==> src/rtl/hazard_ctrl_pkg.sv <==
`default_nettype none
// ============================================================================
// Module      : hazard_ctrl_pkg
// Description : Shared types and constants for the pipeline hazard controller.
//               Holds the mul/div timer state encoding, the hard-wired zero
//               register address and a helper that sizes the cycle timer.
// Revision    : 1.0 - initial release
// ============================================================================
package hazard_ctrl_pkg;

    // Mul/div timer states
    typedef enum logic [1:0] {
        MD_IDLE = 2'd0,
        MD_BUSY = 2'd1,
        MD_DONE = 2'd2
    } md_state_t;

    // Register r0 is hard-wired to zero, so a write to it never creates a hazard
    localparam logic [4:0] c_REG_ZERO = 5'd0;

    // Timer width: clog2 of the longer mul/div occupancy (both are >= 2)
    function automatic int timer_width(input int a, input int b);
        int m;
        m = (a > b) ? a : b;
        return $clog2(m);
    endfunction

endpackage
`default_nettype wire

==> src/rtl/hazard_ctrl_if.sv <==
`default_nettype none
// ============================================================================
// Module      : hazard_ctrl_if
// Description : Bundle between the pipeline datapath and the hazard controller.
//               master : pipeline side, supplies hazard sources, receives
//                        stall/bubble/redirect controls.
//               slave  : hazard controller side.
// Revision    : 1.0 - initial release
// ============================================================================
interface hazard_ctrl_if #(
    parameter int REG_AW = 5
);
    // Hazard sources
    logic [REG_AW-1:0] id_rs;
    logic [REG_AW-1:0] id_rt;
    logic              id_uses_rs;
    logic              id_uses_rt;
    logic              ex_mem_read;
    logic [REG_AW-1:0] ex_wreg_addr;
    logic              ex_muldiv_start;
    logic              ex_muldiv_is_div;
    logic              ex_branch_taken;
    logic              if_req;
    logic              if_ack;
    logic              mem_req;
    logic              mem_ack;

    // Pipeline controls
    logic              pc_stall;
    logic              pc_redirect;
    logic              if_id_stall;
    logic              id_ex_stall;
    logic              ex_mem_stall;
    logic              mem_wb_stall;
    logic              if_id_bubble;
    logic              id_ex_bubble;
    logic              ex_mem_bubble;
    logic              mem_wb_bubble;
    logic              muldiv_busy;
    logic              muldiv_done;
    logic [31:0]       perf_stall_cnt;

    modport master (
        output id_rs, id_rt, id_uses_rs, id_uses_rt, ex_mem_read, ex_wreg_addr,
               ex_muldiv_start, ex_muldiv_is_div, ex_branch_taken,
               if_req, if_ack, mem_req, mem_ack,
        input  pc_stall, pc_redirect, if_id_stall, id_ex_stall, ex_mem_stall,
               mem_wb_stall, if_id_bubble, id_ex_bubble, ex_mem_bubble,
               mem_wb_bubble, muldiv_busy, muldiv_done, perf_stall_cnt
    );

    modport slave (
        input  id_rs, id_rt, id_uses_rs, id_uses_rt, ex_mem_read, ex_wreg_addr,
               ex_muldiv_start, ex_muldiv_is_div, ex_branch_taken,
               if_req, if_ack, mem_req, mem_ack,
        output pc_stall, pc_redirect, if_id_stall, id_ex_stall, ex_mem_stall,
               mem_wb_stall, if_id_bubble, id_ex_bubble, ex_mem_bubble,
               mem_wb_bubble, muldiv_busy, muldiv_done, perf_stall_cnt
    );

endinterface
`default_nettype wire

==> src/rtl/hazard_ctrl_muldiv_timer.sv <==
`default_nettype none
// ============================================================================
// Module      : hazard_ctrl_muldiv_timer
// Description : Occupancy timer for multi-cycle MULT/DIV in EX.
//               Ports: clk, rst, i_start, i_is_div, i_mem_wait in;
//                      o_md_stall, o_busy, o_done out.
//               IDLE -> BUSY on start (unless the pipe is frozen by a data-
//               memory wait), BUSY counts down to DONE, DONE waits for the
//               memory stage to drain before pulsing done and returning idle.
// Revision    : 1.0 - initial release
// ============================================================================
module hazard_ctrl_muldiv_timer
    import hazard_ctrl_pkg::*;
#(
    parameter int MUL_CYCLES = 4,
    parameter int DIV_CYCLES = 32
) (
    input  wire logic clk,
    input  wire logic rst,
    input  wire logic i_start,
    input  wire logic i_is_div,
    input  wire logic i_mem_wait,
    output logic      o_md_stall,
    output logic      o_busy,
    output logic      o_done
);

    localparam int              c_TW       = timer_width(MUL_CYCLES, DIV_CYCLES);
    localparam logic [c_TW-1:0] c_MUL_LOAD = c_TW'(MUL_CYCLES - 1);
    localparam logic [c_TW-1:0] c_DIV_LOAD = c_TW'(DIV_CYCLES - 1);
    localparam logic [c_TW-1:0] c_ONE      = c_TW'(1);

    md_state_t       r_state;
    md_state_t       w_state_nxt;
    logic [c_TW-1:0] r_timer;
    logic [c_TW-1:0] w_timer_nxt;
    logic            w_md_stall;
    logic            w_done;

    always_ff @(posedge clk) begin
        if (rst) begin
            r_state <= MD_IDLE;
            r_timer <= '0;
        end else begin
            r_state <= w_state_nxt;
            r_timer <= w_timer_nxt;
        end
    end

    always_comb begin
        w_state_nxt = r_state;
        w_timer_nxt = r_timer;
        w_md_stall  = 1'b0;
        w_done      = 1'b0;
        case (r_state)
            MD_IDLE: begin
                if (i_start) begin
                    // The start cycle itself counts as the first stall cycle;
                    // a start seen while memory freezes EX is simply re-seen later.
                    w_md_stall = 1'b1;
                    if (!i_mem_wait) begin
                        w_state_nxt = MD_BUSY;
                        w_timer_nxt = i_is_div ? c_DIV_LOAD : c_MUL_LOAD;
                    end
                end
            end
            MD_BUSY: begin
                // The functional unit keeps computing even while memory stalls.
                w_md_stall  = 1'b1;
                w_timer_nxt = r_timer - c_ONE;
                if (r_timer <= c_ONE) begin
                    w_state_nxt = MD_DONE;
                end
            end
            MD_DONE: begin
                // Result is committed only when the pipe actually advances.
                if (!i_mem_wait) begin
                    w_done      = 1'b1;
                    w_state_nxt = MD_IDLE;
                end
            end
            default: begin
                w_state_nxt = MD_IDLE;
            end
        endcase
    end

    assign o_md_stall = w_md_stall;
    assign o_busy     = (r_state == MD_BUSY);
    assign o_done     = w_done;

endmodule
`default_nettype wire

==> src/rtl/hazard_ctrl.sv <==
`default_nettype none
// ============================================================================
// Module      : hazard_ctrl
// Description : Stall/bubble controller for the 5-stage MIPS32 pipeline.
//               Ports: clk, rst (sync, active-high) and hif (hazard_ctrl_if
//               slave) carrying hazard sources in and pipeline controls out.
//               Resolves data-memory wait, mul/div occupancy, load-use,
//               taken branch and fetch wait in fixed priority, and counts
//               PC-stall cycles.
// Revision    : 1.0 - initial release
// ============================================================================
module hazard_ctrl
    import hazard_ctrl_pkg::*;
#(
    parameter int REG_AW     = 5,
    parameter int MUL_CYCLES = 4,
    parameter int DIV_CYCLES = 32
) (
    input  wire logic     clk,
    input  wire logic     rst,
    hazard_ctrl_if.slave  hif
);

    localparam logic [REG_AW-1:0] c_ZERO_ADDR = REG_AW'(c_REG_ZERO);

    logic        w_mem_wait;
    logic        w_md_stall;
    logic        w_load_use;
    logic        w_fetch_wait;
    logic        w_md_busy;
    logic        w_md_done;

    logic        w_pc_stall;
    logic        w_pc_redirect;
    logic        w_if_id_stall;
    logic        w_id_ex_stall;
    logic        w_ex_mem_stall;
    logic        w_mem_wb_stall;
    logic        w_if_id_bubble;
    logic        w_id_ex_bubble;
    logic        w_ex_mem_bubble;
    logic        w_mem_wb_bubble;

    logic [31:0] r_perf_cnt;

    assign w_mem_wait   = hif.mem_req & ~hif.mem_ack;
    assign w_fetch_wait = hif.if_req & ~hif.if_ack;
    assign w_load_use   = hif.ex_mem_read && (hif.ex_wreg_addr != c_ZERO_ADDR) &&
                          ((hif.id_uses_rs && (hif.id_rs == hif.ex_wreg_addr)) ||
                           (hif.id_uses_rt && (hif.id_rt == hif.ex_wreg_addr)));

    hazard_ctrl_muldiv_timer #(
        .MUL_CYCLES (MUL_CYCLES),
        .DIV_CYCLES (DIV_CYCLES)
    ) u_muldiv_timer (
        .clk        (clk),
        .rst        (rst),
        .i_start    (hif.ex_muldiv_start),
        .i_is_div   (hif.ex_muldiv_is_div),
        .i_mem_wait (w_mem_wait),
        .o_md_stall (w_md_stall),
        .o_busy     (w_md_busy),
        .o_done     (w_md_done)
    );

    // Priority mux: the oldest blocked stage wins; everything upstream of it
    // holds and the stage just downstream receives a bubble.
    always_comb begin
        w_pc_stall      = 1'b0;
        w_pc_redirect   = 1'b0;
        w_if_id_stall   = 1'b0;
        w_id_ex_stall   = 1'b0;
        w_ex_mem_stall  = 1'b0;
        w_mem_wb_stall  = 1'b0;
        w_if_id_bubble  = 1'b0;
        w_id_ex_bubble  = 1'b0;
        w_ex_mem_bubble = 1'b0;
        w_mem_wb_bubble = 1'b0;
        if (rst) begin
            // all controls quiet during reset
        end else if (w_mem_wait) begin
            w_pc_stall      = 1'b1;
            w_if_id_stall   = 1'b1;
            w_id_ex_stall   = 1'b1;
            w_ex_mem_stall  = 1'b1;
            w_mem_wb_bubble = 1'b1;
        end else if (w_md_stall) begin
            w_pc_stall      = 1'b1;
            w_if_id_stall   = 1'b1;
            w_id_ex_stall   = 1'b1;
            w_ex_mem_bubble = 1'b1;
        end else if (w_load_use) begin
            w_pc_stall      = 1'b1;
            w_if_id_stall   = 1'b1;
            w_id_ex_bubble  = 1'b1;
        end else if (hif.ex_branch_taken && w_fetch_wait) begin
            // Keep the branch in EX until the wrong-path fetch completes,
            // otherwise the redirect would race an outstanding fetch.
            w_pc_stall      = 1'b1;
            w_if_id_stall   = 1'b1;
            w_id_ex_stall   = 1'b1;
            w_ex_mem_bubble = 1'b1;
        end else if (hif.ex_branch_taken) begin
            w_pc_redirect   = 1'b1;
            w_if_id_bubble  = 1'b1;
        end else if (w_fetch_wait) begin
            w_pc_stall      = 1'b1;
            w_if_id_bubble  = 1'b1;
        end
    end

    always_ff @(posedge clk) begin
        if (rst) begin
            r_perf_cnt <= 32'd0;
        end else if (w_pc_stall) begin
            r_perf_cnt <= r_perf_cnt + 32'd1;
        end
    end

    assign hif.pc_stall       = w_pc_stall;
    assign hif.pc_redirect    = w_pc_redirect;
    assign hif.if_id_stall    = w_if_id_stall;
    assign hif.id_ex_stall    = w_id_ex_stall;
    assign hif.ex_mem_stall   = w_ex_mem_stall;
    assign hif.mem_wb_stall   = w_mem_wb_stall;
    assign hif.if_id_bubble   = w_if_id_bubble;
    assign hif.id_ex_bubble   = w_id_ex_bubble;
    assign hif.ex_mem_bubble  = w_ex_mem_bubble;
    assign hif.mem_wb_bubble  = w_mem_wb_bubble;
    assign hif.muldiv_busy    = w_md_busy & ~rst;
    assign hif.muldiv_done    = w_md_done & ~rst;
    assign hif.perf_stall_cnt = r_perf_cnt;

endmodule
`default_nettype wire

==> src/flat_wrapper.sv <==
// flat-port wrapper written by rule: the top's interface ports become plain ports
module hazard_ctrl_flat import hazard_ctrl_pkg::*;
#(
    parameter int REG_AW     = 5,
    parameter int MUL_CYCLES = 4,
    parameter int DIV_CYCLES = 32
)
  (clk, rst, hif_id_rs, hif_id_rt, hif_id_uses_rs, hif_id_uses_rt, hif_ex_mem_read, hif_ex_wreg_addr, hif_ex_muldiv_start, hif_ex_muldiv_is_div, hif_ex_branch_taken, hif_if_req, hif_if_ack, hif_mem_req, hif_mem_ack, hif_pc_stall, hif_pc_redirect, hif_if_id_stall, hif_id_ex_stall, hif_ex_mem_stall, hif_mem_wb_stall, hif_if_id_bubble, hif_id_ex_bubble, hif_ex_mem_bubble, hif_mem_wb_bubble, hif_muldiv_busy, hif_muldiv_done, hif_perf_stall_cnt);
  hazard_ctrl_if #(.REG_AW(REG_AW)) hif_i ();
  input  wire logic clk;
  input  wire logic rst;
  input wire logic [$bits(hif_i.id_rs)-1:0] hif_id_rs;
  input wire logic [$bits(hif_i.id_rt)-1:0] hif_id_rt;
  input wire logic [$bits(hif_i.id_uses_rs)-1:0] hif_id_uses_rs;
  input wire logic [$bits(hif_i.id_uses_rt)-1:0] hif_id_uses_rt;
  input wire logic [$bits(hif_i.ex_mem_read)-1:0] hif_ex_mem_read;
  input wire logic [$bits(hif_i.ex_wreg_addr)-1:0] hif_ex_wreg_addr;
  input wire logic [$bits(hif_i.ex_muldiv_start)-1:0] hif_ex_muldiv_start;
  input wire logic [$bits(hif_i.ex_muldiv_is_div)-1:0] hif_ex_muldiv_is_div;
  input wire logic [$bits(hif_i.ex_branch_taken)-1:0] hif_ex_branch_taken;
  input wire logic [$bits(hif_i.if_req)-1:0] hif_if_req;
  input wire logic [$bits(hif_i.if_ack)-1:0] hif_if_ack;
  input wire logic [$bits(hif_i.mem_req)-1:0] hif_mem_req;
  input wire logic [$bits(hif_i.mem_ack)-1:0] hif_mem_ack;
  output wire logic [$bits(hif_i.pc_stall)-1:0] hif_pc_stall;
  output wire logic [$bits(hif_i.pc_redirect)-1:0] hif_pc_redirect;
  output wire logic [$bits(hif_i.if_id_stall)-1:0] hif_if_id_stall;
  output wire logic [$bits(hif_i.id_ex_stall)-1:0] hif_id_ex_stall;
  output wire logic [$bits(hif_i.ex_mem_stall)-1:0] hif_ex_mem_stall;
  output wire logic [$bits(hif_i.mem_wb_stall)-1:0] hif_mem_wb_stall;
  output wire logic [$bits(hif_i.if_id_bubble)-1:0] hif_if_id_bubble;
  output wire logic [$bits(hif_i.id_ex_bubble)-1:0] hif_id_ex_bubble;
  output wire logic [$bits(hif_i.ex_mem_bubble)-1:0] hif_ex_mem_bubble;
  output wire logic [$bits(hif_i.mem_wb_bubble)-1:0] hif_mem_wb_bubble;
  output wire logic [$bits(hif_i.muldiv_busy)-1:0] hif_muldiv_busy;
  output wire logic [$bits(hif_i.muldiv_done)-1:0] hif_muldiv_done;
  output wire logic [$bits(hif_i.perf_stall_cnt)-1:0] hif_perf_stall_cnt;
  assign hif_i.id_rs = hif_id_rs;
  assign hif_i.id_rt = hif_id_rt;
  assign hif_i.id_uses_rs = hif_id_uses_rs;
  assign hif_i.id_uses_rt = hif_id_uses_rt;
  assign hif_i.ex_mem_read = hif_ex_mem_read;
  assign hif_i.ex_wreg_addr = hif_ex_wreg_addr;
  assign hif_i.ex_muldiv_start = hif_ex_muldiv_start;
  assign hif_i.ex_muldiv_is_div = hif_ex_muldiv_is_div;
  assign hif_i.ex_branch_taken = hif_ex_branch_taken;
  assign hif_i.if_req = hif_if_req;
  assign hif_i.if_ack = hif_if_ack;
  assign hif_i.mem_req = hif_mem_req;
  assign hif_i.mem_ack = hif_mem_ack;
  assign hif_pc_stall = hif_i.pc_stall;
  assign hif_pc_redirect = hif_i.pc_redirect;
  assign hif_if_id_stall = hif_i.if_id_stall;
  assign hif_id_ex_stall = hif_i.id_ex_stall;
  assign hif_ex_mem_stall = hif_i.ex_mem_stall;
  assign hif_mem_wb_stall = hif_i.mem_wb_stall;
  assign hif_if_id_bubble = hif_i.if_id_bubble;
  assign hif_id_ex_bubble = hif_i.id_ex_bubble;
  assign hif_ex_mem_bubble = hif_i.ex_mem_bubble;
  assign hif_mem_wb_bubble = hif_i.mem_wb_bubble;
  assign hif_muldiv_busy = hif_i.muldiv_busy;
  assign hif_muldiv_done = hif_i.muldiv_done;
  assign hif_perf_stall_cnt = hif_i.perf_stall_cnt;
  hazard_ctrl #(.REG_AW(REG_AW), .MUL_CYCLES(MUL_CYCLES), .DIV_CYCLES(DIV_CYCLES)) u_core (.clk(clk), .rst(rst), .hif(hif_i));
endmodule
==> config.mk <==
export PLATFORM = sky130hd
export DESIGN_NAME = hazard_ctrl_flat
export DESIGN_NICKNAME = d
export VERILOG_FILES = /design/src/rtl/hazard_ctrl_pkg.sv /design/src/rtl/hazard_ctrl_if.sv /design/src/rtl/hazard_ctrl_muldiv_timer.sv /design/src/rtl/hazard_ctrl.sv /design/src/flat_wrapper.sv
export SDC_FILE = /design/constraint.sdc
export NUM_CORES = 1
export LEC_CHECK = 0
export CORE_UTILIZATION = 51
export CTS_BUF_LIST = sky130_fd_sc_hd__clkbuf_16
export CTS_CLUSTER_SIZE = 10
export DETAILED_ROUTE_END_ITERATION = 12
export GPL_TIMING_DRIVEN = 0
export HOLD_SLACK_MARGIN = 0.1
export PLACE_DENSITY = 0.83
export SLEW_MARGIN = 20
export SYNTH_ARGS = -nofsm -noshare
export SYNTH_HDL_FRONTEND = slang
export SYNTH_HIERARCHICAL = 1
export SYNTH_SLANG_ARGS = --single-unit
==> constraint.sdc <==
create_clock -name clk -period 4.6 [get_ports clk]
set_input_delay 0.46 -clock clk [delete_from_list [all_inputs] [get_ports clk]]
set_output_delay 0.46 -clock clk [all_outputs]
set_load 0.005 [all_outputs]
==> results.md <==
- Outcome: complete, but fails checks
- Violated checks: design-rule violations
- Clock Sinks: 39
- Drt wl/cell: 15.76 um
- Worst Path Arrival: ~2.9 ns
- CP Cell Sequence: clkdlybuf4s50_1 -> or4_1 -> o21a_1 -> a21oi_4 -> buf_2 -> buf_4 -> nor2_1 -> clkdlybuf4s50_1
- Netlist Area Pre-Place: roughly 2400 um2
- # diodes: 0
- Area delta synth->final: 37.21%
- Share of cells above drive strength 1: 7.547%
- Critical path buffers and inverters: 4
- Setup_tns: 0 ns
- Finished Cell Area: 3281 um2
- Top-area cell type share of the netlist area: 32.65%
- Grt ovf: 0
- Worst hold start: u_core/hif.perf_stall_cnt[31]$_SDFFE_PP0P_
- Vias per std cell: about 6.2
- Xor and xnor area share after synthesis: under 10%
- WS Path Type: in2out
- Total Routing Usage GR: 26.97%
- Dominant cell type by area after synthesis: dfxtp_1
- IO Pins: 71
- Hold Path Stages: 2
- DP Worst Slack: 1.239 ns
- Largest net degree at the start of global routing: 12
- Setup violations, final: 0
- GP Congestion: between 0.8 and 0.9
- Max Used Layer: met4
- Worst path slowest cell: or4_1
- Min-delay worst type: reg2reg
- Initial DRT Pass Iterations: 9
- Max-slew headroom: 63.72%
- Row count: 24
- Worst skew pair latency: approximately 0.28 ns
- Antenna violations before repair: 0
- Worst-path fanout max: 10
- Cts bufs inserted: 5
- Synth Area in Compound Gates: 19.68%
- Post-synth cell types: 47
- Antenna viol nets, final: 0
- Largest family of logic cells by synthesized area: simple AND/OR/NAND/NOR gates
- Max-cap violations: 0
- Max Fclk: between 200 and 300 MHz
- DR WL met3: approximately 380 um
- DRC: 5
- Syn Nets: 327
- Worst IR drop on VDD: 236.5 uV
- CTS root buffer: clkbuf_16
- DIE AREA: around 5000 um2
- Hold Path End: u_core/hif.perf_stall_cnt[31]$_SDFFE_PP0P_
- Final net count: between 400 and 500
- Delay-heaviest family, CP: buffers and inverters
- Worst slew pin tran: 0.5442 ns
- CP most frequent cell: clkdlybuf4s50_1
- Post-synthesis simple-gate area fraction: roughly a third
- Initial DRC Count: 216
- Core Box Area: approximately 4400 um2
- Vias post-DR: 2642
- Commonest non-fill, non-tap cells in the layout: clkdlybuf4s50_1, dfxtp_1, a21oi_1
- Die H: 70.47 um
- YS warnings: 6
- Commonest non-fill, non-tap cell in the layout: clkdlybuf4s50_1
- Adder-Cell Fraction of Synth Area: around 2.6%
- Final count of hold timing violations: 0
- Vias in the first global route: 2391
- CTS tree: built
- M1 wire length: 2808 um
- First-pass GRT wire length: 10930 um
- Period utilization: 73.13%
- Post-CTS sizing: 0
- R2R depth: 8
- Max Clock Skew: roughly 0.0055 ns
- Die X-Extent: approximately 70 um
- R2R Setup Slk: 2.22 ns
- # hold bufs at CTS: 0
- Top cells by area, synth: dfxtp_1, a21oi_1, or4_1
- Max-slew violations: 0
- Clk slew on worst S/H paths: about 0.060 ns
- Static Leak: around 1.1 nW
- Multiplexer share of the synthesized area: 1.361%
- Critical Path RT: slightly above 4 ns
- Setup repair bufs after CTS: 0
- Total power: 0.8401 mW
- DP Area: about 3100 um2
- FF-to-FF End: u_core/hif.perf_stall_cnt[22]$_SDFFE_PP0P_
- RSZ-0062 raised after global routing: false
- Final worst path period need: 3.364 ns
- CTS H-tree depth: 2
- Synthesized flop and latch total: 39
- Setup crit end kind: output port
- RR Startpoint: u_core/hif.perf_stall_cnt[0]$_SDFFE_PP0P_
- Final setup margin: 1.236 ns
- Total length of routed met2 wires: between 3000 and 4000 um
- Initial Utilization: 53.80%
- Port bufs: 69
- Ratio of total power to cell area: 256.1 nW/um2
- Seq/Total Area, Yosys: 32.65%
- Cell count after synthesis: 295
- Crit path launch type: input pin
- Routed WL: 6668 um
- Syn Area/Cell: 8.105 um2
- Max Root-Sink Buffers: 2
- CP max stage delay: 0.55 ns
- HPWL after DPL: ~4900 um
[where the power goes]
group	total [mW]	switching, mW	internal, mW	leakage (nW)
Combinational	0.155	0.0751	0.0802	0.699
Clock	0.320	0.126	0.195	0.0671
Sequential	0.365	0.0146	0.350	0.316
Total	0.840	0.215	0.625	1.08
[sequential cells by signal (all words and copies together), names as in the netlist]
| signal | cells |
|---|---|
| u_core/hif.perf_stall_cnt | 32 |
| u_core/u_muldiv_timer/r_state | 2 |
| u_core/u_muldiv_timer/r_timer | 5 |
[synth_stat cells (all sizes together)]
cell and count:
a21oi 37, a221oi 1, a31oi 1, and2 2
and3 16, and3b 1, and4 2, buf 6
clkbuf 12, conb 1, dfxtp 39, ha 5
inv 7, mux2 2, mux2i 1, nand2 15
nand2b 4, nand3 14, nand3b 1, nand4 13
nor2 15, nor2b 6, nor3 4, nor3b 4
nor4 2, nor4b 1, o21a 2, o21ai 17
o21bai 4, o22ai 1, o31ai 15, or3 14
or4 19, xnor2 10, xor2 1
[worst max path at each step]
stage / to / depth (start not counted) / start
after floorplan: hif_pc_stall / 6 / hif_ex_wreg_addr[1]
after global placement: hif_pc_stall / 8 / hif_ex_wreg_addr[1]
after detailed placement: hif_pc_stall / 8 / hif_ex_wreg_addr[1]
after CTS: hif_pc_stall / 8 / hif_ex_wreg_addr[1]
after global routing: hif_pc_stall / 8 / hif_ex_wreg_addr[1]
final: hif_pc_stall / 8 / hif_ex_wreg_addr[1]
[final cells by class]
class | count | area, um2
repair buffers | 69 | 690.7
fillers | 372 | 1164
plain buffers | 18 | 85.08
inverters | 7 | 26.28
multi-input cells | 231 | 1499
well taps | 52 | 65.06
flip-flops and latches | 39 | 780.7
clock inverters | 2 | 8.758
clock buffers | 5 | 125.1
[per-stage QoR]
step	hold slack, ns	cells	utilization, %
2_1_floorplan	0.4682	295	-
4_1_cts	0.4909	423	73.82
5_1_grt	0.5202	423	73.82
3_3_place_gp	0.4717	416	70.81
6_report	0.4844	423	73.82
3_5_place_dp	0.4827	416	70.81
[worst reg2reg max path, stage by stage, from the launching register on]
cell and delay [ns]:
dfxtp_1 0.41, ha_1 0.25, and3_1 0.17, clkbuf_1 0.34
nand2_1 0.23, nor3_1 0.33, nand3_1 0.13, or3_1 0.33
a21oi_1 0.14
[layer usage]
layer,up-vias,GRT usage [%]
met1,1250,33.72
met2,118,47.36
met4,0,8.844
met5,-,0
li1,1257,-
met3,17,3.752
[logic make-up (layout without fill, tap and decap cells)]
logic type | after synthesis | count (layout)
compound gates | 78 | 78
xor+xnor | 11 | 11
fa+ha+maj | 5 | 5
buf+inv | 25 | 101
flops | 39 | 39
mux | 3 | 3
other cells | 1 | 1
simple gates | 133 | 133
Note: power is estimated with default switching activity, not from simulation.
